$ cat src/rtl/rc4_pkg.sv
// Shared RC4 definitions: the PRGA decryptor's state encoding and message length,
// plus the key-scheduling controller's constants.
package rc4_pkg;

    localparam int MSG_LEN_DEF = 32;
    localparam int MSG_AW      = 5;
    localparam int S_SIZE      = 256;
    localparam int KEY_LEN     = 3;

    typedef enum logic [3:0] {
        IDLE,
        INC_I,
        RD_SI,
        LATCH_SI,
        RD_SJ,
        LATCH_SJ,
        WR_SI,
        WR_SJ,
        RD_F,
        LATCH_F,
        DONE
    } prga_state_t;

    function automatic logic [7:0] add8(input logic [7:0] a, input logic [7:0] b);
        return a + b;
    endfunction

endpackage

$ cat src/rtl/rc4_prga_decryptor.sv
// RC4 keystream generator over a pre-scheduled S memory; XORs each keystream byte
// with the ciphertext ROM and writes the plaintext RAM, one byte per 9 cycles.
module rc4_prga_decryptor
    import rc4_pkg::*;
#(
    parameter int MSG_LEN = MSG_LEN_DEF
) (
    input  logic              clk,
    input  logic              reset,
    input  logic              start,
    output logic              done,
    output logic [7:0]        s_address,
    output logic [7:0]        s_data,
    output logic              s_wren,
    input  logic [7:0]        s_q,
    output logic [MSG_AW-1:0] rom_address,
    input  logic [7:0]        rom_q,
    output logic [MSG_AW-1:0] out_address,
    output logic [7:0]        out_data,
    output logic              out_wren
);

    localparam logic [MSG_AW-1:0] K_LAST = MSG_AW'(MSG_LEN - 1);

    prga_state_t       r_state;
    prga_state_t       w_next_state;
    logic [7:0]        r_i;
    logic [7:0]        r_j;
    logic [7:0]        r_si;
    logic [7:0]        r_sj;
    logic [MSG_AW-1:0] r_k;
    logic              w_accept;

    assign w_accept = start && (r_state == IDLE || r_state == DONE);

    always_ff @(posedge clk or posedge reset) begin
        if (reset) begin
            r_state <= IDLE;
            r_i     <= '0;
            r_j     <= '0;
            r_k     <= '0;
            r_si    <= '0;
            r_sj    <= '0;
        end else begin
            r_state <= w_next_state;
            case (r_state)
                IDLE, DONE: begin
                    if (w_accept) begin
                        r_i <= '0;
                        r_j <= '0;
                        r_k <= '0;
                    end
                end
                INC_I:    r_i <= add8(r_i, 8'd1);
                LATCH_SI: begin
                    r_si <= s_q;
                    r_j  <= add8(r_j, s_q);
                end
                LATCH_SJ: r_sj <= s_q;
                LATCH_F: begin
                    if (r_k != K_LAST) r_k <= r_k + 1'b1;
                end
                default: ;
            endcase
        end
    end

    // Outputs decode purely from state so an asynchronous reset clears them at once.
    always_comb begin
        w_next_state = r_state;
        done         = 1'b0;
        s_address    = '0;
        s_data       = '0;
        s_wren       = 1'b0;
        rom_address  = '0;
        out_address  = '0;
        out_data     = '0;
        out_wren     = 1'b0;
        case (r_state)
            IDLE: begin
                if (w_accept) w_next_state = INC_I;
            end
            INC_I:    w_next_state = RD_SI;
            RD_SI: begin
                s_address    = r_i;
                w_next_state = LATCH_SI;
            end
            LATCH_SI: w_next_state = RD_SJ;
            RD_SJ: begin
                s_address    = r_j;
                w_next_state = LATCH_SJ;
            end
            LATCH_SJ: w_next_state = WR_SI;
            WR_SI: begin
                s_address    = r_i;
                s_data       = r_sj;
                s_wren       = 1'b1;
                w_next_state = WR_SJ;
            end
            WR_SJ: begin
                s_address    = r_j;
                s_data       = r_si;
                s_wren       = 1'b1;
                w_next_state = RD_F;
            end
            // After the swap S[i]+S[j] equals the pre-swap si+sj, so no re-read is needed.
            RD_F: begin
                s_address    = add8(r_si, r_sj);
                rom_address  = r_k;
                w_next_state = LATCH_F;
            end
            LATCH_F: begin
                out_address  = r_k;
                out_data     = s_q ^ rom_q;
                out_wren     = 1'b1;
                w_next_state = (r_k == K_LAST) ? DONE : INC_I;
            end
            DONE: begin
                done = 1'b1;
                if (w_accept) w_next_state = INC_I;
            end
            default: w_next_state = IDLE;
        endcase
    end

endmodule

$ cat config.mk
export PLATFORM = sky130hd
export DESIGN_NAME = rc4_prga_decryptor
export DESIGN_NICKNAME = d
export VERILOG_FILES = /design/src/rtl/rc4_pkg.sv /design/src/rtl/rc4_prga_decryptor.sv
export SDC_FILE = /design/constraint.sdc
export NUM_CORES = 1
export LEC_CHECK = 0
export ABC_AREA = 1
export BUFFER_PORTS_ARGS = -buffer_cell sky130_fd_sc_hd__buf_2
export CAP_MARGIN = 20
export CORE_ASPECT_RATIO = 1.5
export CORE_MARGIN = 3
export CORE_UTILIZATION = 35
export DETAILED_ROUTE_END_ITERATION = 8
export PLACE_DENSITY_LB_ADDON = 0.2
export SLEW_MARGIN = 20
export SYNTH_ARGS = -nofsm -noshare
export SYNTH_HDL_FRONTEND = slang
export SYNTH_SLANG_ARGS = --single-unit
$ cat constraint.sdc
create_clock -name clk -period 3 [get_ports clk]
set_clock_uncertainty 0.15 [all_clocks]
set_input_delay 0.6 -clock clk [delete_from_list [all_inputs] [get_ports clk]]
set_output_delay 0.6 -clock clk [all_outputs]
set_load 0.05 [all_outputs]
After elaboration in Yosys (flattened, before gate mapping)
Index checks and enable logic that the tools add are counted.
Storage, ports and cells
  flip-flop bits (word level): 41
  latch bits: 0
  memory bits (writable): 0
  memory bits (read-only): 0
  bits of input ports: 19
  output and inout bits: 37
  logic and storage cells: 55
  memories kept: 0
Operators by class
  $add $sub $neg: 4
  multiply operators: 0
  divide/modulo/power cells: 0
  order comparisons: 0
  equal/unequal tests: 14
  shifts and indexed selects: 0
  mux-type cells: 17
  bitwise logic cells: 1
  reduce and logical (&&, ||, !) cells: 13
Operators with widths (count)
  case mux 8 bit (2 select lines): 3
  case mux 4 bit (10 select lines): 1
  case mux 8 bit (3 select lines): 1
  two-way mux 5 bit: 4
  adder 8 bit: 2
  == test 4 x 3 -> 1 bit (second input constant): 4
  two-way mux 8 bit: 2
  == test 4 bit (second input constant): 3
  case mux 5 bit (2 select lines): 1
  adder 8 x 1 -> 8 bit (second input constant): 1
  == test 4 x 2 -> 1 bit (second input constant): 2
  two-way mux 4 bit: 2
  OR reduction 2 bit: 4
  bitwise XOR 8 bit: 1
  nonzero test 2 bit: 3
  adder 5 x 1 -> 5 bit (second input constant): 1
  == test 5 bit (second input constant): 1
  inequality test 5 bit (second input constant): 1
  == test 4 x 1 -> 1 bit (second input constant): 1
  zero test 4 bit: 1
  AND reduction 2 bit: 2
  two-way mux 1 bit: 3
  AND reduction 3 bit: 1
  inequality test 2 x 1 -> 1 bit (second input constant): 1
  3 further kinds: 3

Logic depth before layout (Yosys ltp)
  depth in word-level cells: 5
  mapped depth: 10
  gate-level depth less buffers: 10

Worst setup path before layout
No wires, ideal clock.
  path kind: register to output
  start point: register r_si[0]
  end point: output s_address[4]
  data arrival time: 1.984 ns
  required time: 2.250 ns
  setup slack: 0.266 ns
  stages on the path, launching flop included: 6
  path buffers: 0
  cells stage by stage: dfrtp_1 -> ha_1 -> fa_1 -> a21oi_1 -> nor2_1 -> o21bai_1
Between the ends
  longest elaborated chain between the ends: 2
RTL lines
  start: declaration: RTL line rc4_prga_decryptor.sv:29  | logic [7:0] r_si;
  start signal: assignment: RTL line rc4_prga_decryptor.sv:56  | r_si <= s_q;
  adder 8 bit: RTL line rc4_pkg.sv:25  | return a + b;
  case mux 8 bit (3 select lines): RTL line rc4_prga_decryptor.sv:79  | case (r_state)
  end: declaration: RTL line rc4_prga_decryptor.sv:12  | output logic [7:0] s_address,
No other way between the ends.

Final worst setup path
  start point: register r_si[0]
  end point: output s_address[2]
Same word-level chain as after synthesis.

==> reports/results.ini <==
[synth]
syn_area_um2=3032
syn_inst=423
synth_area_leader_cell=dfrtp_1
syn-num-nets=461
yosys-top-cells-area=dfrtp_1, nand2_1, inv_1, nand3_1, ha_1
synth_edf_count=0
yosysTopAreaCellShare_pct=33.84
synth_flop_cell=dfrtp_1
yosysWarnings=0
async_reset_ff_share_pct=100.0
synth-seq-cells=41
syn_area_per_cell_um2=7.167
yosysUniqueCellTypes=31
ys_seq_area_share_pct=33.84

[clocking]
clk_pin_slew_ns=0.06
cts_tree=done
htree_num_levels=2
cts-buffers-inserted=5
root_buffer=clkbuf_16
cts_buffer_depth=2
clkSinkCount=41
post_cts_buffers=0
ctsHoldBuffers=0
cts_resized=0
insertion_delay_ns=0.29

[die]
rows=41
num_io_pins=56
chipWidth_um=81.99
start_util_pct=36.04
dieHeight_um=120.0
fp.coreArea_um2=8413
die_area_um2=9838

[final_layout]
seq_area_um2=1026
nNetsFinal=521
num_antenna_cells=0
multi_input_area_um2=1695
area_growth_pct=17.58
final_util_pct=42.37
final_cells=591
drive_above_1_share_pct=20.04
fill_cells=897

[pwr]
p_sw_uw=1986
internal_power_uw=1783
power_leakage_uw=0.001978
comb_power_share_pct=59.8
clock_power_share_pct=14.2
vdd_drop_max_mv=0.3944
p_per_area_nw_per_um2=1058
seqPwrFrac_pct=26.1
power_switching_share_pct=52.69

[critical_path]
end_kind=output port
cp.required_ns=2.25
critPathLaunchType=flop
worstPathMaxFanout=4
cp.arrival_ns=2.07
worst-r2r-setup-slack_ns=1.28
path_class=reg -> out

[place]
port_buffers=55
place_inst=583
place_hpwl_um=6423
gp_congestion=0.8361

[global_routing]
grt_overflow=0
grt_usage_pct=17.55
grt_pass1_vias=2780
grt_pass1_wl_um=13300
grt_max_degree=42
antenna_found_initial=0

[timing]
slew_headroom_pct=58.78
finalSetupTns_ns=0
rsz0062_at_grt=false
min_period_over_period_pct=94.13
hold_viol_final=0
tightest_slew_ns=0.6168
min_period_ns=2.824
finalMaxSlewViolations=0
setup_viol=0
fmax_mhz=354.1

[detailed_routing]
firstDrtPassIters=4
viasPerCell=4.858
ant_nets=0
wirelength_um=8078
num_vias=2871
drc_errors=0
drtIter0Drc=143
routedWlPerCell_um=13.67

[run]
maxCapViolations=0

[worst_hold_path]
hold_path.class=in -> async

[outcome]
status=complete, no violations

power groups by stage:
stage / sequential (uW) / clock (uW) / combinational, uW
global placement: 980 / 0 / 2230
floorplan: 940 / 0 / 1790
global route: 1020 / 567 / 2530
detailed placement: 992 / 0 / 2260
CTS: 982 / 544 / 2270
finish: 983 / 534 / 2250
final cells by class:
cell class	count	area share, %
Inverter	69	7.336
Timing Repair Buffer	59	8.564
Tap cell	107	3.756
Multi-Input combinational cell	307	47.56
Clock buffer	5	3.510
Clock inverter	3	0.4914
Sequential cell	41	28.78
worst max-delay path, stage by stage (launching register included):
cell      delay, ns
dfrtp_1        0.40
ha_1           0.23
fa_1           0.43
or2_2          0.31
nand3_1        0.09
o211ai_1       0.09
buf_2          0.22
flip-flops by register name, summed over array words and instances, names as in the netlist:
signal and flops:
r_j 8, r_sj 8, r_k 5, r_si 8
r_state 4, r_i 8
metal layers:
layer	GRT usage, %	vias to the layer above	wire length [um]
met5	0	-	0
met1	21.13	1324	3402
met4	6.549	0	167
met3	2.628	14	305
met2	30.67	58	4202
li1	-	1475	-
path summary, 6_finish.rpt:
check | start | endpoint | cells after the start
min | reset | r_k[1]$_DFFE_PP0P_ | 3
max | r_si[0]$_DFFE_PP0P_ | s_address[2] | 6
max reg2reg | r_k[0]$_DFFE_PP0P_ | r_k[0]$_DFFE_PP0P_ | 10
min in group clk | r_sj[3]$_DFFE_PP0N_ | r_sj[3]$_DFFE_PP0N_ | 2
max in group asynchronous | reset | r_sj[2]$_DFFE_PP0N_ | 3
min reg2reg | r_sj[3]$_DFFE_PP0N_ | r_sj[3]$_DFFE_PP0N_ | 2
cells by family after synthesis:
logic type / count (synthesis) / share of synthesized area (%)
and+or+nand+nor: 217 / 32.48
buffers and inverters: 75 / 10.23
AOI/OAI and AO/OA: 59 / 11.64
DFF: 41 / 33.84
adders and majority gates: 19 / 8.337
xor gates and xnor gates: 12 / 3.467
cells in the final DEF, fill, tap and decap left out, drive strengths merged:
| master | Yosys | final |
|---|---|---|
| nand3 | 51 | 51 |
| nor3 | 1 | 1 |
| o21a | 1 | 1 |
| ha | 17 | 17 |
| nand2 | 122 | 122 |
| o221ai | 2 | 2 |
| fa | 2 | 2 |
| o211ai | 3 | 3 |
| o21bai | 2 | 2 |
| a21oi | 11 | 11 |
| inv | 68 | 68 |
| clkbuf | 0 | 5 |
| or2 | 3 | 3 |
| nand4 | 2 | 2 |
| xor2 | 2 | 2 |
| o22ai | 4 | 4 |
| dfrtp | 41 | 41 |
| o21ai | 36 | 36 |
| clkinvlp | 0 | 1 |
| xnor2 | 10 | 10 |
| buf | 6 | 59 |
| nor2 | 38 | 38 |
| clkinv | 1 | 3 |
Yosys cell counts (4+ instances only):
library cell / count
nand2_1: 114
o22ai_1: 4
a21oi_1: 11
nor2_4: 4
o21ai_0: 17
inv_1: 65
o21ai_2: 8
o21ai_1: 11
xnor2_1: 10
nand2_4: 5
ha_1: 17
nand3_1: 48
dfrtp_1: 41
nor2_1: 33
per-stage QoR:
stage | hold WS (ns) | instance area (um2) | setup slack [ns] | power [uW]
final | 0.2817 | 3565 | 0.1761 | 3770
after detailed placement | 0.3546 | 3422 | 0.4883 | 3250
after CTS | 0.3213 | 3565 | 0.1716 | 3799
after floorplan | 0.3279 | 3032 | 0.2659 | 2732
after global routing | 0.3505 | 3565 | 0.04389 | 4111
after global placement | 0.3448 | 3422 | 0.5058 | 3214
Note: power is estimated with default switching activity, not from simulation.
